==> src/rtl/fhe_arith_pkg.sv <==
// Shared arithmetic types for the FHE datapath blocks.
package fhe_arith_pkg;

  localparam int unsigned DEF_WIDTH = 16;

  localparam int unsigned PIPE_DEPTH = 2;

  typedef enum logic {
    OP_ADD = 1'b0,
    OP_SUB = 1'b1
  } op_e;

  typedef logic [DEF_WIDTH-1:0] coeff_t;

endpackage

==> src/rtl/mod_addsub_lane.sv <==
// One lane of first-stage modular add/sub arithmetic.
// Produces the raw sum/difference s and its modulus-corrected twin d, both WIDTH+1 bits;
// the top bit of each acts as carry/borrow for the second-stage select.
module mod_addsub_lane
  import fhe_arith_pkg::*;
#(
  parameter int unsigned WIDTH = DEF_WIDTH
) (
  input  logic [WIDTH-1:0] a,
  input  logic [WIDTH-1:0] b,
  input  logic [WIDTH-1:0] q,
  input  op_e              op,
  output logic [WIDTH:0]   s,
  output logic [WIDTH:0]   d
);

  logic [WIDTH:0] a_e;
  logic [WIDTH:0] b_e;
  logic [WIDTH:0] q_e;

  assign a_e = {1'b0, a};
  assign b_e = {1'b0, b};
  assign q_e = {1'b0, q};

  // add: s = a + b, d = s - q; sub: s = a - b, d = s + q
  always_comb begin
    s = '0;
    d = '0;
    if (op == OP_SUB) begin
      s = a_e - b_e;
      d = s + q_e;
    end else begin
      s = a_e + b_e;
      d = s - q_e;
    end
  end

endmodule

==> src/rtl/mod_addsub_pipe.sv <==
// Two-stage pipelined multi-lane modular adder/subtractor with valid/ready on both sides.
// Optional build macro MOD_ADDSUB_RANGE_CHK_EN adds a sticky range_err output flagging
// any accepted operand that is not below the beat's modulus.
module mod_addsub_pipe
  import fhe_arith_pkg::*;
#(
  parameter int unsigned WIDTH = DEF_WIDTH,
  parameter int unsigned LANES = 4,
  parameter int unsigned TAG_W = 8
) (
  input  logic                   clk,
  input  logic                   rstn,
  input  logic                   in_valid,
  output logic                   in_ready,
  input  logic                   in_op,
  input  logic [WIDTH-1:0]       in_q,
  input  logic [LANES*WIDTH-1:0] in_a,
  input  logic [LANES*WIDTH-1:0] in_b,
  input  logic [TAG_W-1:0]       in_tag,
  output logic                   out_valid,
  input  logic                   out_ready,
  output logic [LANES*WIDTH-1:0] out_data,
  output logic [TAG_W-1:0]       out_tag
`ifdef MOD_ADDSUB_RANGE_CHK_EN
  ,
  output logic                   range_err
`endif
);

  localparam int unsigned SW = WIDTH + 1;

  logic             s1_valid;
  op_e              s1_op;
  logic [TAG_W-1:0] s1_tag;
  logic [SW-1:0]    s1_s   [LANES];
  logic [SW-1:0]    s1_d   [LANES];
  logic [SW-1:0]    lane_s [LANES];
  logic [SW-1:0]    lane_d [LANES];

  logic                   s1_adv;
  logic                   s2_adv;
  logic                   in_fire;
  logic [LANES-1:0]       sel_d;
  logic [LANES*WIDTH-1:0] sel_data;
  op_e                    in_op_e;

  // Stage advance chain: S2 frees when empty or drained, S1 when empty or S2 advances
  assign s2_adv   = ~out_valid | out_ready;
  assign s1_adv   = ~s1_valid | s2_adv;
  assign in_ready = s1_adv;
  assign in_fire  = in_valid & s1_adv;
  assign in_op_e  = op_e'(in_op);

  // Per-lane first-stage arithmetic
  for (genvar i = 0; i < LANES; i++) begin : g_lane
    mod_addsub_lane #(
      .WIDTH(WIDTH)
    ) u_lane (
      .a (in_a[i*WIDTH +: WIDTH]),
      .b (in_b[i*WIDTH +: WIDTH]),
      .q (in_q),
      .op(in_op_e),
      .s (lane_s[i]),
      .d (lane_d[i])
    );
  end

  // S1 register: capture raw/corrected lane values, op and tag on acceptance
  always_ff @(posedge clk or negedge rstn) begin
    if (!rstn) begin
      s1_valid <= 1'b0;
      s1_op    <= OP_ADD;
      s1_tag   <= '0;
      for (int i = 0; i < LANES; i++) begin
        s1_s[i] <= '0;
        s1_d[i] <= '0;
      end
    end else begin
      if (s1_adv) begin
        s1_valid <= in_valid;
      end
      if (in_fire) begin
        s1_op  <= in_op_e;
        s1_tag <= in_tag;
        for (int i = 0; i < LANES; i++) begin
          s1_s[i] <= lane_s[i];
          s1_d[i] <= lane_d[i];
        end
      end
    end
  end

  // S2 select: add keeps d unless it went negative without a carry; sub keeps d on borrow
  always_comb begin
    sel_d    = '0;
    sel_data = '0;
    for (int i = 0; i < LANES; i++) begin
      if (s1_op == OP_SUB) begin
        sel_d[i] = s1_s[i][WIDTH];
      end else begin
        sel_d[i] = s1_s[i][WIDTH] | ~s1_d[i][WIDTH];
      end
      sel_data[i*WIDTH +: WIDTH] = sel_d[i] ? s1_d[i][WIDTH-1:0] : s1_s[i][WIDTH-1:0];
    end
  end

  // S2 register: output beat, held while downstream stalls
  always_ff @(posedge clk or negedge rstn) begin
    if (!rstn) begin
      out_valid <= 1'b0;
      out_data  <= '0;
      out_tag   <= '0;
    end else if (s2_adv) begin
      out_valid <= s1_valid;
      if (s1_valid) begin
        out_data <= sel_data;
        out_tag  <= s1_tag;
      end
    end
  end

`ifdef MOD_ADDSUB_RANGE_CHK_EN
  logic [LANES-1:0] lane_oor;

  // Per-lane operand range comparison against the beat modulus
  always_comb begin
    lane_oor = '0;
    for (int i = 0; i < LANES; i++) begin
      lane_oor[i] = (in_a[i*WIDTH +: WIDTH] >= in_q) | (in_b[i*WIDTH +: WIDTH] >= in_q);
    end
  end

  // Sticky error flag, cleared only by reset
  always_ff @(posedge clk or negedge rstn) begin
    if (!rstn) begin
      range_err <= 1'b0;
    end else if (in_fire && (|lane_oor)) begin
      range_err <= 1'b1;
    end
  end
`endif

endmodule

==> config.mk <==
export PLATFORM = sky130hd
export DESIGN_NAME = mod_addsub_pipe
export DESIGN_NICKNAME = d
export VERILOG_FILES = /design/src/rtl/fhe_arith_pkg.sv /design/src/rtl/mod_addsub_lane.sv /design/src/rtl/mod_addsub_pipe.sv
export SDC_FILE = /design/constraint.sdc
export NUM_CORES = 1
export LEC_CHECK = 0
export CORE_UTILIZATION = 40
export CTS_CLUSTER_DIAMETER = 100
export DETAILED_ROUTE_END_ITERATION = 7
export GPL_ROUTABILITY_DRIVEN = 0
export PLACE_DENSITY = 0.61
export SLEW_MARGIN = 15
export SYNTH_ARGS = -nofsm -noshare
export SYNTH_HDL_FRONTEND = slang
export SYNTH_SLANG_ARGS = --single-unit
export TNS_END_PERCENT = 5
==> constraint.sdc <==
create_clock -name clk -period 2.15 [get_ports clk]
set_input_delay 0.43 -clock clk [delete_from_list [all_inputs] [get_ports clk]]
set_output_delay 0.43 -clock clk [all_outputs]
set_load 0.05 [all_outputs]
==> summary by stage, run 1 <==
Status
The flow ran to the end, but the final reports show violations. The final reports fail on setup timing.

Finish
The final layout contains between 3000 and 4000 nets. The finished layout cell area is approximately 0.033 mm^2. The layout has roughly 4300 filler cells. From synthesis to final layout, the design area changed by 56.1%. The number of antenna diodes is 0. The share of cells above drive strength 1 is 34.4%.

Route
The number of iterations in the first detailed-routing pass is 7. In the final routed layout, each cell accounts on average for ~18 um. After the first detailed-routing iteration, the DRC count stood at 1494. The number of vias per cell after detailed routing is between 5 and 6.

In the routed design, unresolved DRC markers number 0. The final wirelength is around 76000 um. The via count of the routed design is 22460. The number of routed nets with antenna violations is 0.

Yosys
The top cell type by area accounts for 25.8% of the synthesized area. Yosys attributes the largest share of cell area to sky130_fd_sc_hd__dfrtp_1 26%, sky130_fd_sc_hd__ha_1 15%, sky130_fd_sc_hd__o21ai_0 6.6%. The post-synthesis async set-or-reset flop share is 100%.

The prevailing post-synth register cell is sky130_fd_sc_hd__dfrtp_1. In this run, synthesis produced a sequential element count of ~220. During synthesis, Yosys emitted a total of 0 warnings. Yosys mapped the design onto slightly below 80 distinct sky130hd cell types. The biggest area contributor in the post-synthesis netlist is sky130_fd_sc_hd__dfrtp_1. Counting flops with a built-in enable in the synthesized netlist gives 0.

The post-synthesis instance total is around 2600. The average instance in the mapped netlist occupies between 8 and 9 um^2. The number of nets in the synthesized netlist is 3043. After synthesis the cells add up to approximately 0.021 mm^2. The proportion of synthesized chip area in sequential cells is ~26%.

Job
The number of maximum-capacitance violations is 0.

Floorplan
The floorplan has 84 rows. The number of top-level pins is between 200 and 250. The die is roughly 230 um wide. The core area is ~0.052 mm^2. The initial utilization of the core area, before any placement, comes to a little over 40%.

The die covers ~0.054 mm^2. The die span in y is between 200 and 250 um.

Clock tree
CTS built an H-tree with a depth of 1. The root buffer cell is sky130_fd_sc_hd__clkbuf_16. Clock-pin slew was measured on the worst setup and hold paths at ~0.06 ns.

At the later pin of the worst-skew pair, clock insertion delay measures approximately 0.56 ns. The clock drives roughly 220 sinks. The number of CTS-inserted buffers is 26. The clock passes through at most 3 buffers. TritonCTS built the clock tree.

Placement
Input and output buffers added on the ports amount to between 200 and 250. After detailed placement, the total cell area comes to around 0.030 mm^2. The detailed-placement wirelength estimate is 58500 um.

The minimum setup slack after placement is -2.39 ns.

Power
The sequential share of power is 22.3%. The analysis attributes to cell leakage a power of about 16 nW. The cell-internal power is roughly 16 mW.

The share of total power in the clock network is approximately 18%. The peak supply drop is around 0.55 mV. Combinational logic is responsible for around three fifths of the overall power. Of the total power, the share spent switching nets is ~43%. The total power per unit cell area is around 840 mW/mm^2. The analysis attributes to net switching a power of between 10 and 15 mW.

STA
The top achievable clock speed is 0.290 GHz. Measured against its own limit, the worst slew margin works out to between 20% and 30%. The final-report max-slew violation count is 0. For the finished layout, the period the worst path requires is between 3 and 4 ns.

Setup repair after global routing could not meet its margin everywhere. The hold violation count in the final report was 0. The largest clock skew in the final design is 0.00836 ns.

Dividing the final minimum period by the clock period gives 160%. Setup slack on the critical path of the routed design comes to -1.30 ns. For the pin with the worst max-slew slack, the measured transition is 1.10 ns. Setup violations remaining at the end of the flow were counted as 81.

Setup path
The critical path is of the input port to flop type. The startpoint type of the worst setup path is an input port. The source of the critical timing path is in_a[32]. The startpoint identified for the worst register-to-register timing path is s1_valid.

The worst setup path is captured at a flop. In this run the worst path has a maximum fanout of 5. The data required time at the worst endpoint is ~2.6 ns.

The data arrival time of the critical path is 3.88 ns.

Hold path
The min-delay analysis places its worst path in the category input port to flop. In this run the most critical hold path is launched from in_b[16].

Global routing
The number of antenna violations at the first check in global routing is 3. The first global-routing pass estimated about 120000 um of wire. The via count of the first global-routing pass was approximately 23000. The total grt overflow is 0. Global routing used roughly 28% of the available tracks. The pin count of the biggest net entering global routing is 73.
==> path summary, 6_finish.rpt <==
check | to | slack [ns] | depth (start not counted)
max | s1_d[33] | -1.30 | 20
max reg2reg | s1_s[25] | 0.25 | 5
max in group asynchronous | out_data[2] | 1.10 | 3
min in group asynchronous | out_data[18] | 0.35 | 2
min reg2reg | out_data[34] | 0.47 | 2
min | s1_s[34] | 0.24 | 3
==> cell usage in the layout, fill, tap and decap left out, types with 27 or more instances in the layout <==
| cell | netlist | layout |
|---|---|---|
| sky130_fd_sc_hd__o21ai_0 | 280 | 198 |
| sky130_fd_sc_hd__xor2_1 | 60 | 55 |
| sky130_fd_sc_hd__a21o_1 | 52 | 52 |
| sky130_fd_sc_hd__ha_4 | 0 | 53 |
| sky130_fd_sc_hd__nor2_1 | 213 | 201 |
| sky130_fd_sc_hd__dfrtp_1 | 219 | 219 |
| sky130_fd_sc_hd__o21ai_1 | 3 | 59 |
| sky130_fd_sc_hd__o21a_1 | 28 | 27 |
| sky130_fd_sc_hd__a31oi_1 | 37 | 29 |
| sky130_fd_sc_hd__nor2b_1 | 31 | 27 |
| sky130_fd_sc_hd__inv_1 | 161 | 132 |
| sky130_fd_sc_hd__buf_4 | 0 | 720 |
| sky130_fd_sc_hd__nand2_1 | 295 | 288 |
| sky130_fd_sc_hd__a21oi_1 | 170 | 115 |
| sky130_fd_sc_hd__nand3_1 | 32 | 30 |
| sky130_fd_sc_hd__dlygate4sd2_1 | 0 | 95 |
| sky130_fd_sc_hd__nor3_1 | 66 | 52 |
| sky130_fd_sc_hd__a21oi_2 | 2 | 51 |
| sky130_fd_sc_hd__mux2i_1 | 112 | 107 |
| sky130_fd_sc_hd__clkdlybuf4s50_1 | 0 | 85 |
| sky130_fd_sc_hd__xnor2_2 | 0 | 32 |
| sky130_fd_sc_hd__xnor2_1 | 160 | 125 |
| sky130_fd_sc_hd__ha_1 | 260 | 192 |
| sky130_fd_sc_hd__o21bai_1 | 40 | 33 |
==> cell type report <==
cell class | instances | area (um^2) | share of cell area, %
clock buffers | 30 | 696 | 2.10
flip-flops and latches | 219 | 5480 | 16.6
repair buffers | 982 | 8170 | 24.7
well taps | 688 | 861 | 2.60
clock inverters | 17 | 254 | 0.767
inverters | 163 | 642 | 1.94
multi-input cells | 2118 | 17000 | 51.3
==> per-stage QoR <==
step           instances  power [mW]  util (%)  TNS, ns  hold slack, ns
6_report            4217        27.8      63.1   -50.33           0.240
5_1_grt             4217        29.5      63.1   -62.59           0.248
4_1_cts             4208        27.2      61.7   -51.37           0.216
3_5_place_dp        4105        21.5      56.4  -164.47           0.350
3_3_place_gp        4105        21.1      56.4  -155.56           0.347
2_1_floorplan       2610        15.1         -   -85.10           0.134
==> layer usage <==
layer / up-vias / global-route usage (%) / routed length (um)
met5: - / 0 / 36
met4: 6 / 13.2 / 4300
met3: 212 / 3.02 / 4120
met2: 663 / 48.1 / 36400
met1: 10633 / 34.0 / 31500
li1: 10946 / - / -
==> cells by family (layout without fill, tap and decap cells) <==
group	count (synthesis)	in the layout	share of synthesized area [%]
buffers and inverters	273	1192	4.93
multiplexers	123	123	5.87
XOR/XNOR	220	220	9.09
AND/OR/NAND/NOR	749	749	15.6
flip-flops	219	219	25.8
AO/OA/AOI/OAI	750	750	21.8
adder cells (fa/ha/maj)	276	276	16.9
==> repair_timing <==
item                                    4_1_cts  5_1_grt
setup buffers                                56        9
hold endpoints to repair                     38        0
pin swaps                                   200       96
resized for setup                           534      154
endpoints found under the setup margin      170       96
hold buffers                                  1        0
cloned                                        0        0
==> cell usage after synthesis, types with 4 or more instances <==
master	number
sky130_fd_sc_hd__o31a_1	8
sky130_fd_sc_hd__a221oi_1	4
sky130_fd_sc_hd__nor3_1	66
sky130_fd_sc_hd__o41ai_1	7
sky130_fd_sc_hd__buf_2	5
sky130_fd_sc_hd__o31ai_1	9
sky130_fd_sc_hd__clkbuf_1	89
sky130_fd_sc_hd__nor2_1	213
sky130_fd_sc_hd__nand3_1	32
sky130_fd_sc_hd__mux2_2	11
sky130_fd_sc_hd__a21boi_0	4
sky130_fd_sc_hd__mux2i_1	112
sky130_fd_sc_hd__xor2_1	60
sky130_fd_sc_hd__o21ai_0	280
sky130_fd_sc_hd__a211o_1	5
sky130_fd_sc_hd__a221o_1	6
sky130_fd_sc_hd__nand2b_1	28
sky130_fd_sc_hd__nor2b_1	31
sky130_fd_sc_hd__nand4_1	12
sky130_fd_sc_hd__ha_1	260
sky130_fd_sc_hd__a21oi_1	170
sky130_fd_sc_hd__nand2_1	295
sky130_fd_sc_hd__or2_2	9
sky130_fd_sc_hd__nor4_1	4
sky130_fd_sc_hd__a31oi_1	37
sky130_fd_sc_hd__a2111oi_0	8
sky130_fd_sc_hd__xnor2_1	160
sky130_fd_sc_hd__o21bai_1	40
sky130_fd_sc_hd__dfrtp_1	219
sky130_fd_sc_hd__o21a_1	28
sky130_fd_sc_hd__a211oi_1	20
sky130_fd_sc_hd__and2_1	10
sky130_fd_sc_hd__inv_1	161
sky130_fd_sc_hd__a21o_1	52
sky130_fd_sc_hd__a22oi_1	12
sky130_fd_sc_hd__buf_1	14
sky130_fd_sc_hd__o211ai_1	14
sky130_fd_sc_hd__or3_1	21
sky130_fd_sc_hd__o22ai_1	6
sky130_fd_sc_hd__and3_1	15
sky130_fd_sc_hd__fa_1	16
==> critical path: stages <==
cell	delay [ns]
sky130_fd_sc_hd__buf_8	0.10
sky130_fd_sc_hd__inv_4	0.05
sky130_fd_sc_hd__ha_4	0.12
sky130_fd_sc_hd__inv_2	0.04
sky130_fd_sc_hd__fa_2	0.38
sky130_fd_sc_hd__a211oi_4	0.28
sky130_fd_sc_hd__o21ai_2	0.12
sky130_fd_sc_hd__a21o_1	0.21
sky130_fd_sc_hd__a21oi_2	0.14
sky130_fd_sc_hd__buf_4	0.14
sky130_fd_sc_hd__and2_4	0.14
sky130_fd_sc_hd__o21ai_4	0.06
sky130_fd_sc_hd__xnor2_2	0.16
sky130_fd_sc_hd__buf_4	0.16
sky130_fd_sc_hd__ha_4	0.17
sky130_fd_sc_hd__o41a_1	0.46
sky130_fd_sc_hd__a221o_1	0.35
sky130_fd_sc_hd__a21oi_2	0.14
sky130_fd_sc_hd__xnor2_1	0.13
sky130_fd_sc_hd__o211ai_1	0.10
==> sequential cells by signal, indices dropped and copies added, names as in the netlist <==
signal	cells
out_data	64
out_tag	8
out_valid	1
s1_d	68
s1_op	1
s1_s	68
s1_tag	8
s1_valid	1
==> power by group through the flow <==
stage          registers, mW  clock network [mW]  logic, mW
2_1_floorplan           7.91                   0       7.23
3_3_place_gp            6.22                   0       14.9
3_5_place_dp            6.29                   0       15.2
4_1_cts                 6.20                5.01       16.0
5_1_grt                 6.34                5.18       18.0
6_report                6.20                4.93       16.7
No activity file was read; power rests on OpenSTA's default activity.
==> run 2, diff against run 1 <==
Settings changed: SLEW_MARGIN 15 to 25.
==> results of run 2 <==
No change in the layout: final DEF, timing and power equal those of run 1.
